**config.mk**
```make
export PLATFORM = sky130hd
export DESIGN_NAME = stage_if_prefetch_flat
export DESIGN_NICKNAME = d
export VERILOG_FILES = /design/src/rtl/stage_if_prefetch_if.sv /design/src/rtl/stage_if_prefetch.sv /design/src/flat_wrapper.sv
export SDC_FILE = /design/constraint.sdc
export NUM_CORES = 1
export LEC_CHECK = 0
export BUFFER_PORTS_ARGS = -buffer_cell sky130_fd_sc_hd__buf_2
export CORE_MARGIN = 5
export CORE_UTILIZATION = 56
export DETAILED_ROUTE_END_ITERATION = 16
export GPL_ROUTABILITY_DRIVEN = 1
export PLACE_DENSITY = 0.82
export SLEW_MARGIN = 20
export SYNTH_ARGS = -nofsm -noshare
export SYNTH_HDL_FRONTEND = slang
export SYNTH_SLANG_ARGS = --single-unit
```
**constraint.sdc**
```tcl
create_clock -name i_Clock -period 4.3 [get_ports i_Clock]
set_input_delay 0.86 -clock i_Clock [delete_from_list [all_inputs] [get_ports i_Clock]]
set_output_delay 0.86 -clock i_Clock [all_outputs]
set_load 0.02 [all_outputs]
```
**src/rtl/stage_if_prefetch_if.sv**
```systemverilog
// Fetch-stage bundle: instruction-memory request/ack plus the decode-side instruction stream.
// Latency: none, wires only.
// Backpressure: decode stalls through i_Stall; memory wait states through a held i_PgmAck=0.
interface stage_if_prefetch_if #(
    parameter int DATA_IBUS_WIDTH = 32,
    parameter int ADDR_IBUS_WIDTH = 32
);
    // Instruction memory side
    logic [ADDR_IBUS_WIDTH-1:0] o_PgmAddr;
    logic                       o_PgmReq;
    logic                       i_PgmAck;
    logic [DATA_IBUS_WIDTH-1:0] i_PgmInst;

    // Redirect from a later stage
    logic                       i_PCSrc;
    logic [ADDR_IBUS_WIDTH-1:0] i_PCBranch;

    // Decode side
    logic                       i_Stall;
    logic                       o_Valid;
    logic [DATA_IBUS_WIDTH-1:0] o_Inst;
    logic [ADDR_IBUS_WIDTH-1:0] o_PC;
    logic [ADDR_IBUS_WIDTH-1:0] o_PCPlus4;
    logic                       o_Fault;

    // The prefetch stage itself
    modport master (
        output o_PgmAddr, o_PgmReq, o_Valid, o_Inst, o_PC, o_PCPlus4, o_Fault,
        input  i_PgmAck, i_PgmInst, i_PCSrc, i_PCBranch, i_Stall
    );

    // Memory, redirect source and decode stage
    modport slave (
        input  o_PgmAddr, o_PgmReq, o_Valid, o_Inst, o_PC, o_PCPlus4, o_Fault,
        output i_PgmAck, i_PgmInst, i_PCSrc, i_PCBranch, i_Stall
    );
endinterface

```
**src/rtl/stage_if_prefetch.sv**
```systemverilog
// Instruction prefetch: fetches sequentially into a FIFO_DEPTH-entry buffer, redirects on i_PCSrc.
// Latency: ack in cycle N -> o_Valid in N+1; redirect in N with zero-wait ack -> target shown in N+2.
// Backpressure: i_Stall holds the buffer head; fetching pauses (IDLE) while the buffer is full.
// Optional: define STAGE_IF_MISALIGN_CHECK_EN to fault on misaligned redirect targets.
module stage_if_prefetch #(
    parameter int                         DATA_IBUS_WIDTH = 32,
    parameter int                         ADDR_IBUS_WIDTH = 32,
    parameter int                         FIFO_DEPTH      = 4,
    parameter logic [ADDR_IBUS_WIDTH-1:0] RESET_ADDR      = '0
) (
    input  logic          i_Clock,
    input  logic          i_Reset,
    stage_if_prefetch_if.master pf_io
);

    localparam int                PTR_W   = $clog2(FIFO_DEPTH);
    localparam int                CNT_W   = PTR_W + 1;
    localparam logic [CNT_W-1:0]  DEPTH_C = CNT_W'(FIFO_DEPTH);
    localparam logic [ADDR_IBUS_WIDTH-1:0] WORD_INC   = ADDR_IBUS_WIDTH'(4);
    localparam logic [ADDR_IBUS_WIDTH-1:0] ALIGN_MASK = ~(ADDR_IBUS_WIDTH'(3));

    // REQ: request live, result kept. DRAIN: request live, result thrown away.
`ifdef STAGE_IF_MISALIGN_CHECK_EN
    typedef enum logic [1:0] {
        S_IDLE  = 2'd0,
        S_REQ   = 2'd1,
        S_DRAIN = 2'd2,
        S_FAULT = 2'd3
    } state_t;
`else
    typedef enum logic [1:0] {
        S_IDLE  = 2'd0,
        S_REQ   = 2'd1,
        S_DRAIN = 2'd2
    } state_t;
`endif

    state_t                      state_q, state_d;
    logic [ADDR_IBUS_WIDTH-1:0]  fpc_q, fpc_d;
    logic [CNT_W-1:0]            count_q, count_d;
    logic [PTR_W-1:0]            rd_ptr_q, rd_ptr_d;
    logic [PTR_W-1:0]            wr_ptr_q, wr_ptr_d;
`ifdef STAGE_IF_MISALIGN_CHECK_EN
    logic                        fault_q, fault_d;
    logic                        misalign;
`endif

    // Buffer storage carries no reset; only count/pointers qualify it.
    logic [DATA_IBUS_WIDTH-1:0]  inst_mem [FIFO_DEPTH];
    logic [ADDR_IBUS_WIDTH-1:0]  pc_mem   [FIFO_DEPTH];

    logic                        req_live;
    logic                        have_entry;
    logic                        full;
    logic                        push;
    logic                        pop;
    logic [CNT_W-1:0]            count_nxt;
    logic [ADDR_IBUS_WIDTH-1:0]  target;

    assign req_live   = (state_q == S_REQ) || (state_q == S_DRAIN);
    assign have_entry = (count_q != '0);
    assign full       = (count_q == DEPTH_C);

    // A redirect kills both the word arriving this cycle and the head-of-buffer pop.
    assign push = (state_q == S_REQ) && pf_io.i_PgmAck && !pf_io.i_PCSrc && !full;
    assign pop  = have_entry && !pf_io.i_Stall && !pf_io.i_PCSrc;

    assign count_nxt = count_q
                     + {{(CNT_W-1){1'b0}}, push}
                     - {{(CNT_W-1){1'b0}}, pop};

    // Low address bits are ignored unless the misalignment check is built in.
    assign target = pf_io.i_PCBranch & ALIGN_MASK;
`ifdef STAGE_IF_MISALIGN_CHECK_EN
    assign misalign = (pf_io.i_PCBranch[1:0] != 2'b00);
`endif

    // Next-state logic: redirect first, then the per-state fetch sequencing.
    always_comb begin
        state_d  = state_q;
        fpc_d    = fpc_q;
        count_d  = count_nxt;
        rd_ptr_d = pop  ? rd_ptr_q + PTR_W'(1) : rd_ptr_q;
        wr_ptr_d = push ? wr_ptr_q + PTR_W'(1) : wr_ptr_q;
`ifdef STAGE_IF_MISALIGN_CHECK_EN
        fault_d  = fault_q;
`endif

        if (pf_io.i_PCSrc) begin
            count_d  = '0;
            rd_ptr_d = '0;
            wr_ptr_d = '0;
`ifdef STAGE_IF_MISALIGN_CHECK_EN
            if (misalign) begin
                // No fetch to a bad target; an outstanding request still has to finish.
                fault_d = 1'b1;
                state_d = (req_live && !pf_io.i_PgmAck) ? S_DRAIN : S_FAULT;
            end else begin
                fault_d = 1'b0;
                fpc_d   = target;
                state_d = (req_live && !pf_io.i_PgmAck) ? S_DRAIN : S_REQ;
            end
`else
            fpc_d   = target;
            state_d = (req_live && !pf_io.i_PgmAck) ? S_DRAIN : S_REQ;
`endif
        end else begin
            case (state_q)
                S_IDLE: begin
                    if (count_q < DEPTH_C) begin
                        state_d = S_REQ;
                    end
                end
                S_REQ: begin
                    if (push) begin
                        fpc_d   = fpc_q + WORD_INC;
                        state_d = (count_nxt < DEPTH_C) ? S_REQ : S_IDLE;
                    end
                end
                S_DRAIN: begin
                    if (pf_io.i_PgmAck) begin
`ifdef STAGE_IF_MISALIGN_CHECK_EN
                        state_d = fault_q ? S_FAULT : S_REQ;
`else
                        state_d = S_REQ;
`endif
                    end
                end
`ifdef STAGE_IF_MISALIGN_CHECK_EN
                S_FAULT: begin
                    state_d = S_FAULT;
                end
`endif
                default: begin
                    state_d = S_IDLE;
                end
            endcase
        end
    end

    // Control state registers; reset abandons any outstanding request.
    always_ff @(posedge i_Clock) begin
        if (i_Reset) begin
            state_q  <= S_REQ;
            fpc_q    <= RESET_ADDR;
            count_q  <= '0;
            rd_ptr_q <= '0;
            wr_ptr_q <= '0;
`ifdef STAGE_IF_MISALIGN_CHECK_EN
            fault_q  <= 1'b0;
`endif
        end else begin
            state_q  <= state_d;
            fpc_q    <= fpc_d;
            count_q  <= count_d;
            rd_ptr_q <= rd_ptr_d;
            wr_ptr_q <= wr_ptr_d;
`ifdef STAGE_IF_MISALIGN_CHECK_EN
            fault_q  <= fault_d;
`endif
        end
    end

    // Buffer write: instruction word tagged with the address it was fetched from.
    always_ff @(posedge i_Clock) begin
        if (push && !i_Reset) begin
            inst_mem[wr_ptr_q] <= pf_io.i_PgmInst;
            pc_mem[wr_ptr_q]   <= fpc_q;
        end
    end

    // Reset masks the request and valid flags combinationally so nothing escapes the reset cycle.
    assign pf_io.o_PgmReq  = !i_Reset && req_live;
    assign pf_io.o_PgmAddr = fpc_q;
    assign pf_io.o_Valid   = !i_Reset && have_entry;
    assign pf_io.o_Inst    = inst_mem[rd_ptr_q];
    assign pf_io.o_PC      = pc_mem[rd_ptr_q];
    assign pf_io.o_PCPlus4 = pc_mem[rd_ptr_q] + WORD_INC;
`ifdef STAGE_IF_MISALIGN_CHECK_EN
    assign pf_io.o_Fault   = !i_Reset && fault_q;
`else
    assign pf_io.o_Fault   = 1'b0;
`endif

endmodule

```
**src/flat_wrapper.sv**
```systemverilog
// flat-port wrapper written by rule: the top's interface ports become plain ports
module stage_if_prefetch_flat 
#(
    parameter int                         DATA_IBUS_WIDTH = 32,
    parameter int                         ADDR_IBUS_WIDTH = 32,
    parameter int                         FIFO_DEPTH      = 4,
    parameter logic [ADDR_IBUS_WIDTH-1:0] RESET_ADDR      = '0
)
  (i_Clock, i_Reset, pf_io_o_PgmAddr, pf_io_o_PgmReq, pf_io_o_Valid, pf_io_o_Inst, pf_io_o_PC, pf_io_o_PCPlus4, pf_io_o_Fault, pf_io_i_PgmAck, pf_io_i_PgmInst, pf_io_i_PCSrc, pf_io_i_PCBranch, pf_io_i_Stall);
  stage_if_prefetch_if #(.DATA_IBUS_WIDTH(DATA_IBUS_WIDTH), .ADDR_IBUS_WIDTH(ADDR_IBUS_WIDTH)) pf_io_i ();
  input  logic i_Clock;
  input  logic i_Reset;
  output wire logic [$bits(pf_io_i.o_PgmAddr)-1:0] pf_io_o_PgmAddr;
  output wire logic [$bits(pf_io_i.o_PgmReq)-1:0] pf_io_o_PgmReq;
  output wire logic [$bits(pf_io_i.o_Valid)-1:0] pf_io_o_Valid;
  output wire logic [$bits(pf_io_i.o_Inst)-1:0] pf_io_o_Inst;
  output wire logic [$bits(pf_io_i.o_PC)-1:0] pf_io_o_PC;
  output wire logic [$bits(pf_io_i.o_PCPlus4)-1:0] pf_io_o_PCPlus4;
  output wire logic [$bits(pf_io_i.o_Fault)-1:0] pf_io_o_Fault;
  input wire logic [$bits(pf_io_i.i_PgmAck)-1:0] pf_io_i_PgmAck;
  input wire logic [$bits(pf_io_i.i_PgmInst)-1:0] pf_io_i_PgmInst;
  input wire logic [$bits(pf_io_i.i_PCSrc)-1:0] pf_io_i_PCSrc;
  input wire logic [$bits(pf_io_i.i_PCBranch)-1:0] pf_io_i_PCBranch;
  input wire logic [$bits(pf_io_i.i_Stall)-1:0] pf_io_i_Stall;
  assign pf_io_o_PgmAddr = pf_io_i.o_PgmAddr;
  assign pf_io_o_PgmReq = pf_io_i.o_PgmReq;
  assign pf_io_o_Valid = pf_io_i.o_Valid;
  assign pf_io_o_Inst = pf_io_i.o_Inst;
  assign pf_io_o_PC = pf_io_i.o_PC;
  assign pf_io_o_PCPlus4 = pf_io_i.o_PCPlus4;
  assign pf_io_o_Fault = pf_io_i.o_Fault;
  assign pf_io_i.i_PgmAck = pf_io_i_PgmAck;
  assign pf_io_i.i_PgmInst = pf_io_i_PgmInst;
  assign pf_io_i.i_PCSrc = pf_io_i_PCSrc;
  assign pf_io_i.i_PCBranch = pf_io_i_PCBranch;
  assign pf_io_i.i_Stall = pf_io_i_Stall;
  stage_if_prefetch #(.DATA_IBUS_WIDTH(DATA_IBUS_WIDTH), .ADDR_IBUS_WIDTH(ADDR_IBUS_WIDTH), .FIFO_DEPTH(FIFO_DEPTH), .RESET_ADDR(RESET_ADDR)) u_core (.i_Clock(i_Clock), .i_Reset(i_Reset), .pf_io(pf_io_i));
endmodule
```
==> results of run 1 <==
[state kept, by name, summed over array words and instances (netlist names), named ones only]
signal and flops:
u_core.inst_mem 128, u_core.count_q 3, u_core.rd_ptr_q 2, u_core.pc_mem 120, u_core.wr_ptr_q 2, u_core.pf_io.o_PgmAddr 30
u_core.state_q 2
[metrics by stage]
stage	worst slack, ps	hold slack, ps	util [%]	instance area (sq um)
6_report	288	525	67.3	14200
5_1_grt	27.3	531	67.3	14200
4_1_cts	229	520	67.3	14200
3_5_place_dp	804	499	63.0	13300
3_3_place_gp	848	485	63.0	13300
2_1_floorplan	435	469	-	12100
[routing by layer]
layer,wire length [microns],vias up,GRT usage [%]
li1,-,3298,-
met1,10800,3688,30.6
met2,12900,344,34.5
met3,2120,37,3.48
met4,430,0,4.55
met5,0,-,0
[worst min-delay path: stages, from the launching register on]
cell	delay (ps)
dfxtp_1	350
nand2_1	70
a21oi_1	60
[layout make-up]
cell class	count	area [sq um]	share of cell area (%)
timing repair buffer	208	1110	7.80
inverter	19	71.3	0.501
sequential	289	8270	58.1
clock inverter	14	154	1.08
multi-input combinational	378	3520	24.7
clock buffer	36	772	5.42
tap	275	344	2.42
[worst paths after layout]
kind                      start                   to  slack (ps)
max                        flop  pf_io_o_PCPlus4[30]         290
min          u_core.wr_ptr_q[1]   u_core.wr_ptr_q[1]         520
max reg2reg   u_core.state_q[1]    u_core.state_q[0]        1130
min reg2reg  u_core.wr_ptr_q[1]   u_core.wr_ptr_q[1]         520
[cell usage in the layout (no fill, tap or decap), drive strengths merged, types with 5 or more instances in the layout]
master / count
a21oi: 18
a31oi: 24
and2: 9
and3: 8
and4: 7
buf: 208
clkbuf: 36
clkinv: 8
conb: 7
dfxtp: 41
edfxtp: 248
ha: 12
inv: 19
mux4: 62
nand2: 38
nand3: 19
nand4: 16
nor2: 31
nor3: 15
nor4: 6
o21ai: 19
o311ai: 6
or3: 7
or4: 5
xnor2: 18
xor2: 16
[power groups by stage]
stage | Sequential (mW) | Combinational, mW | Clock, mW
CTS | 3.15 | 0.349 | 2.47
floorplan | 3.21 | 0.200 | 0
detailed placement | 3.20 | 0.347 | 0
global placement | 3.20 | 0.339 | 0
finish | 3.15 | 0.348 | 2.43
global route | 3.15 | 0.376 | 2.61
[cells by family after synthesis]
kind of cell | after synthesis | synth area share (%)
fa+ha+maj | 13 | 1.41
flops | 289 | 68.5
other cells | 1 | 0.0311
compound gates | 92 | 4.96
buf+inv | 63 | 2.64
mux | 62 | 12.0
xor+xnor | 34 | 2.47
simple gates | 170 | 8.00
==> flow_summary.ini, run 1 <==
[job]
drv_cap = 0

[pwr]
total_power_mw = 5.92
clockPowerShare_pct = 41.0
pwr-share-comb_pct = 5.9
leakagePower_nw = 5.04
seqPwrFrac_pct = 53.1
p_switching_mw = 1.26
p_per_area_nw_per_um2 = 416
p_sw_share_pct = 21.3
ir_worst_vdd_uv = 242
power.internal_mw = 4.66

[route]
finalWirelength_microns = 26300
drtIter0Drc = 550
detail-route-antenna-nets = 0
vias_per_cell = 6.04
dr_total_vias = 7367
dr.pass1.iters = 5
post-route-drc-count = 0
wl_per_cell_microns = 21.5

[logic_synthesis]
synth.distinct_cells = 61
synth_flop_cell = edfxtp_1
ys_warn_count = 0
yosysSeqAreaShare_pct = 68.5
synthCells = 724
async_flop_share_pct = 0
synth_edf_count = 248
ys_ff_latch = 289
synth_top_cells_by_count = edfxtp_1, mux4_2, dfxtp_1, nand2_1, nor2_1
synthesis.area_sq_um = 12100
synth_area_leaders = edfxtp_1, mux4_2, dfxtp_1
synth_top_area_share_pct = 61.7
yosys.area.top_type = edfxtp_1
avgSynthCellArea_sq_um = 16.7
synth_most_common_cell = edfxtp_1

[setup_path]
cp_max_fo = 22
critical_path.slowest_cell = dfxtp_2
worstPathArrival_ps = 3150
slowest_delay_ps = 610
critical_path_buf_inv_count = 2
crit_path_start_kind = flop
required_ps = 3440
crit_cells = 7
ff2ff_path_depth = 12
critPathTopFamily = simple AND/OR/NAND/NOR gates
cp-end-kind = output port
path_class = flop to output port
crit_chain = buf_4 > mux4_2 > and4_4 > nand4_4 > nor4_2 > xor2_1 > buf_2

[global_routing]
antenna_found_initial = 0
grtUsageTotal_pct = 21.2
grt_max_degree = 47
grt_pass1_vias = 7303
grt_pass1_wl_microns = 40800
grt_overflow = 0

[layout]
drive_above_1_share_pct = 33.9
final_nets = 1006
antenna_cells = 0
fillers = 1430
synthToLayoutAreaGrowth_pct = 18.0
final_cells = 1219

[clock_tree]
root_buffer = clkbuf_16
tritoncts = yes
ctsHoldBuffers = 0
htree_levels = 1
cts.path.max_buffers = 3
ctsResizeCount = 0
clkLatencyLatePin_ps = 530
path_clk_slew_ps = 60
postCtsSetupBuffers = 0
clock_sinks = 289
cts_buffers = 28

[floorplanning]
die-height_microns = 157
rows = 53
initial_core_util_pct = 57.1
die-width_microns = 157
core-area_sq_um = 21200
die_area_sq_um = 24600
ioPinCount = 200

[sta]
setup_tns_ps = 0
fmax_ghz = 0.249
rsz0062_at_grt = no
hold_violations = 0
tightest_slew_ps = 699
drv_slew = 0
finalSetupViolations = 0
clock_skew_ps = 6.86
period_needed_ps = 4010
period_share_pct = 93.3
max_slew_margin_pct = 53.4

[placed_design]
gp_congestion = 0.845
place_hpwl_microns = 17600
dp_cells = 1169
io_buffers = 190

[worst_hold_path]
worstHoldPathType = flop to flop
min_path_cells = 2

[status]
status = complete, no violations
Note: power is estimated with default switching activity, not from simulation.
==> inputs of run 2 (changes only) <==
--- a/config.mk
+++ b/config.mk
@@ -11,5 +11,5 @@
 export DETAILED_ROUTE_END_ITERATION = 16
 export GPL_ROUTABILITY_DRIVEN = 1
-export PLACE_DENSITY = 0.82
+export PLACE_DENSITY = 0.89
 export SLEW_MARGIN = 20
 export SYNTH_ARGS = -nofsm -noshare
==> constraint.sdc (replaced) <==
create_clock -name i_Clock -period 4.3 [get_ports i_Clock]
set_input_delay 0.86 -clock i_Clock [delete_from_list [all_inputs] [get_ports i_Clock]]
set_output_delay 0.86 -clock i_Clock [all_outputs]
set_load 0.05 [all_outputs]
==> run 2 against run 1 <==
  * Non-clock buffer count shrank 5
  * Sequential power is essentially flat
  * Die area is the same
  * First-iteration DRC count grew 15%
  * Clock skew grew 6.3 ps
  * Clock-buffer cell count is the same
  * Final cell count shrank 0.16%
  * Fmax grew 0.99%
  * Sequential cell count is the same
  * Utilization shrank 0.077 points
  * Largest power group unchanged
  * Highest routed layer unchanged
==> flow_summary.ini, run 2 (same netlist as run 1, synthesis figures left out) <==
[worst_hold_path]
worstHoldPathType = flop to flop
worstHoldEndpoint = u_core.wr_ptr_q[1]
hp-start = u_core.wr_ptr_q[1]
min_path_cells = 2

[job]
drv_cap = 0

[layout]
final_nets = 1002
fillers = 1387
final_cell_area_sq_um = 14200
antenna_cells = 0
largest_reg_flops = 128
final_cell_mix = edfxtp_1, buf_2, mux4_2, dfxtp_1, nand2_1
drive_above_1_share_pct = 34.1
final_cells = 1217
largest-register = u_core.inst_mem
layout_commonest_cell = edfxtp_1
synthToLayoutAreaGrowth_pct = 17.8

[route]
dr.pass1.iters = 5
finalWirelength_microns = 26800
detail-route-antenna-nets = 0
post-route-drc-count = 0
wl_per_cell_microns = 22.1
vias_per_cell = 6.04
drtIter0Drc = 632
dr_total_vias = 7352

[setup_path]
required_ps = 3440
worstPathArrival_ps = 3110
cp_max_fo = 14
critical_path.slowest_cell = dfxtp_4
rr_endpoint = u_core.state_q[0]
crit_top_cell = buf_4
path_class = flop to output port
crit_chain = buf_4 > buf_4 > mux4_2 > nand4_4 > nor4_2 > xor2_1 > buf_2
worstReg2RegStart = u_core.state_q[1]
crit_path_start_kind = flop
cp-end-kind = output port
reg2reg_slack_ps = 1160
ff2ff_path_depth = 12
slowest_delay_ps = 490

[floorplanning]
ioPinCount = 200
die-height_microns = 157
die_area_sq_um = 24600
core-area_sq_um = 21200
die-width_microns = 157
rows = 53
initial_core_util_pct = 57.1

[clock_tree]
clkLatencyLatePin_ps = 540
htree_levels = 1
path_clk_slew_ps = 60
root_buffer = clkbuf_16
tritoncts = yes
cts_buffers = 29
cts.path.max_buffers = 3
clock_sinks = 289

[global_routing]
grtUsageTotal_pct = 21.6
grt_overflow = 0
antenna_found_initial = 0
grt_pass1_wl_microns = 41600
grt_pass1_vias = 7423
grt_max_degree = 47

[sta]
max_slew_margin_pct = 53.0
period_share_pct = 92.4
period_needed_ps = 3970
hold_violations = 0
fmax_ghz = 0.252
rsz0062_at_grt = no
finalSetupViolations = 0
drv_slew = 0
setup_tns_ps = 0
clock_skew_ps = 13.1
tightest_slew_ps = 705

[pwr]
total_power_mw = 5.99
ir_worst_vdd_uv = 294
p_per_area_nw_per_um2 = 421
leakagePower_nw = 5.02

[placed_design]
io_buffers = 190
dp_cells = 1163
place_hpwl_microns = 18000
dpl_cell_area_sq_um = 13300
gp_congestion = 0.850

[status]
status = complete, no violations
==> run 2: cell types whose count changed in the layout (fill, tap and decap cells not counted), sizes merged <==
cell    delta
clkinv     +1
bufinv     -2
buf        -5
inv        +4
==> run 2: worst max-delay path by stage <==
stage,endpoint,slack [ps],cells past startpoint
after floorplan,pf_io_o_PCPlus4[22],370,9
after global placement,pf_io_o_PCPlus4[31],670,7
after detailed placement,u_core.state_q[0],620,10
after CTS,pf_io_o_PCPlus4[31],60,7
after global routing,pf_io_o_PCPlus4[30],90,7
final,pf_io_o_PCPlus4[31],330,7
==> run 2: timing repair <==
action                                  in CTS  in global routing
gates resized for setup                      0                  1
endpoints found under the setup margin       0                  6
endpoints found under the hold margin        0                  0
hold buffers                                 0                  0
setup buffers                                0                  1
==> run 2: final cells by class <==
class                   count  area (sq um)  area share, %
clock buffers              36           772           5.43
clock inverters            17           128          0.897
inverters                  19          71.3          0.501
multi-input cells         378          3520           24.7
flip-flops and latches    289          8280           58.2
well taps                 275           344           2.42
repair buffers            203          1120           7.86
==> run 2: layer usage <==
| layer | vias to the layer above | part of all wire, % | track usage (%) | routed length (microns) |
|---|---|---|---|---|
| met2 | 367 | 50 | 36.4 | 13400 |
| li1 | 3289 | - | - | - |
| met4 | 0 | 1.2 | 3.80 | 329 |
| met3 | 24 | 9.3 | 3.46 | 2490 |
| met1 | 3672 | 39 | 30.7 | 10600 |
| met5 | - | 0 | 0 | 0 |
==> run 2: through the flow <==
stage	util, %	hold WS, ps	setup slack [ps]
floorplan	-	469	374
global placement	62.9	479	670
detailed placement	62.9	497	616
CTS	67.2	503	58.0
global route	67.3	522	93.4
finish	67.3	500	327
==> run 2: worst max-delay path, delay by kind of cell (launching register included) <==
family / cells / cell delay (ps)
flops: 1 / 490
buf+inv: 3 / 980
xor+xnor: 1 / 180
simple gates: 2 / 540
mux: 1 / 380
==> run 2: power breakdown <==
| group | internal, mW | switching [mW] | total (mW) |
|---|---|---|---|
| Clock | 1.34 | 1.02 | 2.37 |
| Combinational | 0.126 | 0.347 | 0.473 |
| Sequential | 3.09 | 0.0590 | 3.15 |
